--- src/rtl/forwarding_scoreboard.sv ---
// In-flight writer scoreboard with operand-forwarding selects and load-use stall detection.
// Build option: define FWD_PATH_EN to enable forwarding; otherwise any in-flight match stalls issue.
module forwarding_scoreboard #(
  parameter int REG_AW   = 4,
  parameter int NUM_SRC  = 2,
  parameter int DEPTH    = 3,
  parameter int LOAD_LAT = 2,
  parameter int SW       = $clog2(DEPTH + 1)
) (
  input  logic                      clk,
  input  logic                      rst,
  input  logic                      id_valid,
  input  logic                      id_wb_en,
  input  logic                      id_mem_read,
  input  logic [REG_AW-1:0]         id_dest,
  input  logic [NUM_SRC*REG_AW-1:0] id_src,
  input  logic [NUM_SRC-1:0]        id_src_used,
  input  logic                      flush,
  output logic [NUM_SRC*SW-1:0]     sel_src,
  output logic                      stall,
  output logic [15:0]               stall_cnt
);

  logic [DEPTH-1:0]  r_vld;
  logic [DEPTH-1:0]  r_wb;
  logic [DEPTH-1:0]  r_ld;
  logic [REG_AW-1:0] r_dest [DEPTH];
  logic [15:0]       r_stall_cnt;

  logic [SW-1:0]      w_sel [NUM_SRC];
  logic [NUM_SRC-1:0] w_ld_young;
  logic               w_accept;

  // Scan oldest to youngest so the youngest matching writer is the last one kept.
  always_comb begin
    w_ld_young = '0;
    for (int i = 0; i < NUM_SRC; i++) begin
      w_sel[i] = '0;
      if (id_valid && id_src_used[i]) begin
        for (int k = DEPTH; k >= 1; k--) begin
          if (r_vld[k-1] && r_wb[k-1] &&
              (r_dest[k-1] == id_src[i*REG_AW +: REG_AW])) begin
            w_sel[i]      = SW'(k);
            w_ld_young[i] = r_ld[k-1] && (k < LOAD_LAT);
          end
        end
      end
    end
  end

  // A load-use hazard is always a match, so it is part of the stall term in both builds.
  always_comb begin
    sel_src = '0;
    stall   = |w_ld_young;
`ifdef FWD_PATH_EN
    for (int i = 0; i < NUM_SRC; i++) begin
      sel_src[i*SW +: SW] = w_sel[i];
    end
`else
    for (int i = 0; i < NUM_SRC; i++) begin
      stall = stall | (w_sel[i] != '0);
    end
`endif
  end

  assign w_accept  = id_valid & ~stall;
  assign stall_cnt = r_stall_cnt;

  always_ff @(posedge clk) begin
    if (rst) begin
      r_vld       <= '0;
      r_stall_cnt <= '0;
    end else begin
      if (stall && (r_stall_cnt != 16'hFFFF)) begin
        r_stall_cnt <= r_stall_cnt + 16'd1;
      end
      if (flush) begin
        r_vld <= '0;
      end else begin
        r_vld <= (r_vld << 1) | DEPTH'(w_accept);
      end
    end
  end

  // Payload follows the valid bits; contents of invalid entries are never observed.
  always_ff @(posedge clk) begin
    r_wb      <= (r_wb << 1) | DEPTH'(id_wb_en);
    r_ld      <= (r_ld << 1) | DEPTH'(id_mem_read);
    r_dest[0] <= id_dest;
    for (int k = 1; k < DEPTH; k++) begin
      r_dest[k] <= r_dest[k-1];
    end
  end

endmodule

--- config.mk ---
export PLATFORM = sky130hd
export DESIGN_NAME = forwarding_scoreboard
export DESIGN_NICKNAME = d
export VERILOG_FILES = /design/src/rtl/forwarding_scoreboard.sv
export SDC_FILE = /design/constraint.sdc
export NUM_CORES = 1
export LEC_CHECK = 0
export BUFFER_PORTS_ARGS = -buffer_cell sky130_fd_sc_hd__buf_2
export CAP_MARGIN = 20
export CORE_MARGIN = 2
export CORE_UTILIZATION = 55
export DETAILED_ROUTE_END_ITERATION = 10
export PLACE_DENSITY = 0.81
export RECOVER_POWER = 25
export SYNTH_ARGS = -nofsm -noshare
export SYNTH_HDL_FRONTEND = slang
export SYNTH_SLANG_ARGS = --single-unit
--- constraint.sdc ---
create_clock -name clk -period 5.8 [get_ports clk]
set_clock_uncertainty 0.15 [all_clocks]
set_input_delay 0.58 -clock clk [delete_from_list [all_inputs] [get_ports clk]]
set_output_delay 0.58 -clock clk [all_outputs]
set_load 0.02 [all_outputs]
==> impl_results.md, run 1 <==
- Fin crit share: 47.6%
- Pwr per Cell Area: 241 nW/um^2
- Clock share of power: 45.2%
- Starting density of the core: 58.4%
- Critical R2R Launch: r_dest[0][1]
- Slew Limit Fails: 0
- Setup ws final: 3.04 ns
- Max clock buf depth: 2
- Most frequent cells in the layout: buf_2 (35), dfxtp_1 (34), xor2_1 (18), nor2_1 (18), nand3_1 (16)
- Initial DRC Count: 74
- Reg power frac: 48.2%
- Initial antenna violation count: 0
- Gate Count Post-Synth: 196
- Status: complete, no violations
- Final TNS setup: 0 ns
- Vias in the first global route: 1,235
- Hold path startpoint: id_wb_en
- Startpoint Class: input pin
- Avg Vias per Cell: 5.60
- Met2 usage: 28.9%
- Nets: 250
- Hold Buf Count CTS: 0
- Setup CP Type: input pin to output port
- CP arrival: 2.03 ns
- CTS buffer count: 5
- Switching pwr: 0.108 mW
- Detail Route Antenna Nets: 0
- Worst setup startpoint: id_src[3]
- Max-slew headroom: 49.2%
- Switch share: 21.3%
- Worst-path fanout max: 17
- Hold Crit Class: input pin to flip-flop
- Final setup viols: 0
- Fraction of layout cells with a size suffix above 1: 25.2%
- Final min period: 2.76 ns
- GRT Overall Usage: 20.3%
- H-tree depth: 2
- Boundary pin count: 41
- Post-cts resize count: 0
- Count of cell types in the netlist: 33
- CP required: 5.07 ns
- LEAKAGE: 0.868 nW
- Max Cap Viol: 0
- Num Clock Sinks: 34
- Synth-to-Final Area Change: 16.1%
- Post-Syn Area: 1810 sq um
- DPL Wire Length: 2570 microns
- Die X: 61.4 microns
- Vias: 1,534
- CTS tree: built
- Comb power frac: 6.7%
- GR Util met1: 28.6%
- Row Count: 20
- Global routing usage on met3: 6.93%
- Gp weighted congestion: 0.809
- Grt peak-use layer: met2
- Mean Syn Cell Area: 9.25 sq um
- Setup Fix Bufs, Post-CTS: 0
- Antenna fix cells: 0
- FMAX: 363 MHz
- Die H: 61.4 microns
- Dpl ws: 3.05 ns
- Drt first pass iters: 4
- RSZ-0062 raised after global routing: no
- Sequential element share of the synthesized area: 37.5%
- Max IR drop VDD: 0.159 mV
- Die area: 3770 sq um
- Internal power: 0.400 mW
- YS warnings: 0
- Pin count of the biggest net entering global routing: 32
- Global-route wire length before repair: 5550 microns
- # port buffers: 35
- Final WL: 3560 microns
- Fin. Hold Viols: 0
- Overflow after GRT: 0
- Clock latency on the worst-skew pair: 0.34 ns
- Worst Setup End Kind: output port
- Core area: 3100 sq um
- Post-synthesis register bit count: 34
- Drt drc: 0
- CTS root buf: clkbuf_4
- Most common cell after layout, fill and taps aside: buf_2
- Tightest Pin Transition: 0.762 ns
- Wirelength per Cell: 13.0 microns
- CTS clk-pin slew, worst paths: 0.11 ns
-- cells by family (layout without fill, tap and decap cells) --
family,after synthesis,after routing,synth area share (%)
AND/OR/NAND/NOR,86,86,27.7
flip-flops,34,34,37.5
multiplexers,14,14,8.63
other,1,4,0.207
XOR/XNOR,24,24,11.6
buffers and inverters,14,45,4.00
AO/OA/AOI/OAI,22,22,9.66
adder cells (fa/ha/maj),1,1,0.690
-- cell usage after synthesis --
master | n | area (sq um)
clkbuf_1 | 7 | 26.3
o211ai_1 | 1 | 7.51
and3_1 | 4 | 25.0
inv_1 | 1 | 3.75
xnor2_1 | 6 | 52.6
and2_1 | 5 | 31.3
nor2_1 | 18 | 67.6
nand2_1 | 6 | 22.5
and4_1 | 5 | 43.8
o221ai_1 | 2 | 17.5
conb_1 | 1 | 3.75
nor4_2 | 5 | 62.6
a2111oi_2 | 1 | 15.0
o21ai_2 | 1 | 8.76
nor2b_1 | 13 | 81.3
a21oi_2 | 1 | 8.76
nor4_1 | 2 | 12.5
nand3_1 | 16 | 80.1
nand2b_1 | 2 | 12.5
o22ai_1 | 5 | 31.3
nand4_1 | 10 | 62.6
a211oi_1 | 5 | 37.5
o41ai_2 | 1 | 16.3
mux2i_1 | 1 | 10.0
mux2_2 | 5 | 56.3
a21oi_1 | 3 | 15.0
a211o_1 | 2 | 17.5
xor2_1 | 18 | 158
buf_2 | 1 | 5.00
mux2_1 | 8 | 90.1
dfxtp_1 | 34 | 681
ha_1 | 1 | 12.5
buf_4 | 5 | 37.5
-- area by class of cell --
type	count	area (sq um)
Clock buffer	6	51.3
Clock inverter	2	60.1
Fill cell	280	998
Inverter	1	3.75
Multi-Input combinational cell	151	1070
Sequential cell	34	681
Tap cell	44	55.1
Timing Repair Buffer	36	183
-- final timing paths --
kind / end / slack [ns] / cells after the start
max: stall / 3.04 / 6
min: r_wb[0] / 0.18 / 1
max reg2reg: stall_cnt[8] / 3.46 / 6
min reg2reg: r_wb[1] / 0.21 / 0
-- registers in the layout (all words and copies together), names as in the netlist --
| name | flops |
|---|---|
| stall_cnt | 16 |
| r_wb | 3 |
| r_dest | 12 |
| r_vld | 3 |
-- power groups by stage --
stage          Combinational [mW]  Clock (mW)  Sequential (mW)
2_1_floorplan              0.0240           0            0.249
3_3_place_gp               0.0330           0            0.250
3_5_place_dp               0.0337           0            0.250
4_1_cts                    0.0339       0.232            0.245
5_1_grt                    0.0372       0.242            0.246
6_report                   0.0338       0.230            0.245
-- through the flow --
stage	std cells	power, mW	util [%]	hold WS [ns]	cell area, sq um
global placement	266	0.283	64.2	0.202	1990
CTS	274	0.511	67.8	0.174	2100
detailed placement	266	0.284	64.2	0.200	1990
floorplan	199	0.273	-	0.173	1820
finish	274	0.508	67.8	0.181	2100
global route	274	0.525	67.8	0.165	2100
-- worst max-delay path: stages --
cell,delay (ns)
buf_2,0.13
xor2_1,0.16
nor4_1,0.48
o21ai_2,0.33
nand2_1,0.16
buf_2,0.18
-- metal layers --
layer / routed length, microns / vias to the layer above
li1: - / 766
met1: 1690 / 699
met2: 1540 / 62
met3: 272 / 7
met4: 59 / 0
met5: 0 / -
(Power assumes the default switching activity.)
==> run 2, diff against run 1 <==
- CORE_UTILIZATION: 55 -> 48
- PLACE_DENSITY: 0.81 -> 0.75
- clock period: 5.8 -> 2.4 ns (I/O delays scaled with it)
==> run 2 against run 1 <==
Non-clock buffer count grew 14; critical path depth grew 1; design area grew 8.3%; register-to-register slack lost 3.4 ns; total power grew 140%; die area grew 14%; clock power grew 130%; first-iteration DRC count grew 73%; via count grew 4.2%; sequential power grew 140%; sequential share of layout area shrank 2.5 points; critical endpoint unchanged.
==> impl_results.md, run 2 (synthesis gave the netlist of run 1 again) <==
- Max IR drop VDD: 0.373 mV (+130%)
- Avg Vias per Cell: 5.49 (-1.9%)
- Die H: 65.5 microns (+6.6%)
- Slowest CP cell: dfxtp_1
- FMAX: 428 MHz
- Drt first pass iters: 5 (+1)
- # port buffers: 35 (unchanged)
- Worst R2R Path Depth: 6 (unchanged)
- CP peak stage delay: 0.37 ns (-0.11 ns)
- # fillers: 316 (+13%)
- Nets: 264 (+5.6%)
- Startpoint Class: flip-flop
- Worst-path fanout max: 11 (-6)
- Drt drc: 0 (unchanged)
- Final Non-Filler Cells: 291 (+6.2%)
- Worst Setup End Kind: output port
- Row Count: 22 (+10%)
- Die X: 65.5 microns (+6.6%)
- Clock share of power: 43.4% (-1.8 points)
- Met2 usage: 34.6% (+5.7 points)
- Slew Limit Fails: 0 (unchanged)
- Fraction of layout cells with a size suffix above 1: 27.6% (+2.4 points)
- # placed instances: 276 (+3.8%)
- Boundary pin count: 41 (unchanged)
- Gp weighted congestion: 0.829 (+2.5%)
- Setup ws final: 0.0630 ns (-2.98 ns)
- Core area: 3630 sq um (+17%)
- Reg-to-reg setup timing slack: 0.09 ns (-3.37 ns)
- Pin count of the biggest net entering global routing: 32 (unchanged)
- Die area: 4280 sq um (+14%)
- Tightest Pin Transition: 0.713 ns (-0.0497 ns)
- Initial DRC Count: 128 (+73%)
- Dpl ws: -0.163 ns (-3.22 ns)
- LEAKAGE: 0.944 nW (+8.8%)
- Grt peak-use layer: met2
- Final setup viols: 0 (unchanged)
- Status: complete, no violations
- Placed Instance Area: 2040 sq um (+2.5%)
- Vias in the first global route: 1,544 (+25%)
- Fin. Hold Viols: 0 (unchanged)
- RSZ-0062 raised after global routing: yes
- Pwr per Cell Area: 538 nW/um^2 (+120%)
- Max-slew headroom: 52.1% (+2.9 points)
- Crit-path most repeated cell: buf_4
- CTS buffer count: 5 (unchanged)
- Detail Route Antenna Nets: 0 (unchanged)
- Internal power: 0.954 mW (+140%)
- Initial antenna violation count: 0 (unchanged)
- GR Util met1: 24.6% (-4.1 points)
- Final WL: 4000 microns (+12%)
- Global routing usage on met3: 3.94% (-3.0 points)
- Cell chain of the critical path: xor2_1 -> nor4_2 -> buf_4 -> o21ai_4 -> buf_4 -> nand2_1 -> buf_2
- Max Cap Viol: 0 (unchanged)
- Antenna fix cells: 0 (unchanged)
- Starting density of the core: 49.9% (-8.5 points)
- CTS root buf: clkbuf_8
- Num Clock Sinks: 34 (unchanged)
- CP required: 2.01 ns (-3.06 ns)
- H-tree depth: 2 (unchanged)
- Post-route cell area: 2280 sq um (+8.3%)
- Hold path startpoint: flush
- CP Capture Point: stall
- Reg power frac: 48.3% (about the same)
- CP arrival: 1.95 ns (-0.08 ns)
- Final min period: 2.34 ns
- GRT Overall Usage: 20.4% (+0.040 points)
- Worst setup startpoint: r_dest[0][3]
- Hold Crit Class: input pin to flip-flop
- Overflow after GRT: 0 (unchanged)
- Setup CP Type: flip-flop to output port
- Comb power frac: 8.3% (+1.6 points)
- Max FFs per register: 16 (unchanged)
- Clock latency on the worst-skew pair: 0.29 ns (-0.05 ns)
- DPL Wire Length: 2750 microns (+7.1%)
- Most common cell after layout, fill and taps aside: buf_2
- Switching pwr: 0.272 mW (+150%)
- R2r endpoint: stall_cnt[9]
- CTS clk-pin slew, worst paths: 0.07 ns (-0.04 ns)
- Wirelength per Cell: 13.7 microns (+5.8%)
- Max clock buf depth: 2 (unchanged)
- Switch share: 22.2% (+0.88 points)
- Most frequent cells in the layout: buf_2 (35), dfxtp_1 (34), xor2_1 (18), nor2_1 (18), nand3_1 (16)
- Synth-to-Final Area Change: 25.7%
- Vias: 1,599 (+4.2%)
- Global-route wire length before repair: 6710 microns (+21%)
- CTS tree: built
- Fin crit share: 97.4%
- Critical R2R Launch: r_dest[0][7]
==> run 2: changes by cell type in the layout (fill, tap and decap cells not counted), sizes merged <==
cell,delta
buf,+9
bufinv,-1
dlygate4sd3,+5
==> run 2: worst max-delay path: cells and delay by family, from the launching register on <==
kind	cells	cell delay [ns]
AOI/OAI and AO/OA	1	0.32
buffers and inverters	3	0.54
DFF	1	0.37
xor gates and xnor gates	1	0.26
and+or+nand+nor	2	0.16
==> run 2: power by group through the flow <==
stage | clock, mW | sequential (mW) | combinational, mW
2_1_floorplan | 0 | 0.602 | 0.0579
3_3_place_gp | 0 | 0.604 | 0.0823
3_5_place_dp | 0 | 0.605 | 0.0848
4_1_cts | 0.544 | 0.592 | 0.0919
5_1_grt | 0.569 | 0.594 | 0.110
6_report | 0.532 | 0.592 | 0.101
==> run 2: per-stage QoR <==
| stage | utilization (%) | hold slack (ns) | TNS (ns) | total power [mW] |
|---|---|---|---|---|
| 2_1_floorplan | - | 0.118 | 0 | 0.659 |
| 3_3_place_gp | 56.2 | 0.193 | -0.869 | 0.686 |
| 3_5_place_dp | 56.2 | 0.194 | -1.22 | 0.689 |
| 4_1_cts | 61.4 | 0.0565 | 0 | 1.23 |
| 5_1_grt | 62.7 | 0.0784 | -0.0934 | 1.27 |
| 6_report | 62.7 | 0.0601 | 0 | 1.23 |
==> run 2: worst min-delay path by stage <==
stage	end	slack, ns	depth (start not counted)
after floorplan	r_dest[0][0]	0.12	0
after global placement	r_wb[0]	0.19	1
after detailed placement	r_dest[0][3]	0.19	1
after CTS	r_vld[0]	0.06	4
after global routing	r_vld[0]	0.08	4
final	r_vld[0]	0.06	4
==> run 2: final cells by class <==
cell class	instances	area, sq um	area share (%)
Inverter	1	3.75	0.165
Clock inverter	1	30.0	1.32
Multi-Input combinational cell	151	1120	49.2
Tap cell	48	60.1	2.63
Timing Repair Buffer	50	300	13.2
Sequential cell	34	681	29.9
Clock buffer	6	82.6	3.62
==> run 2: timing repair <==
action / CTS / global route
hold endpoints to repair: 5 / 0
pin swaps: 1 / 1
setup buffers: 2 / 1
cloned: 0 / 0
resized for setup: 1 / 5
hold buffers: 5 / 0
setup endpoints to repair: 9 / 7
==> run 2: metal layers <==
layer | wire length [microns] | vias to the layer above
li1 | - | 788
met4 | 80 | 0
met1 | 1760 | 748
met2 | 1930 | 52
met5 | 0 | -
met3 | 226 | 11
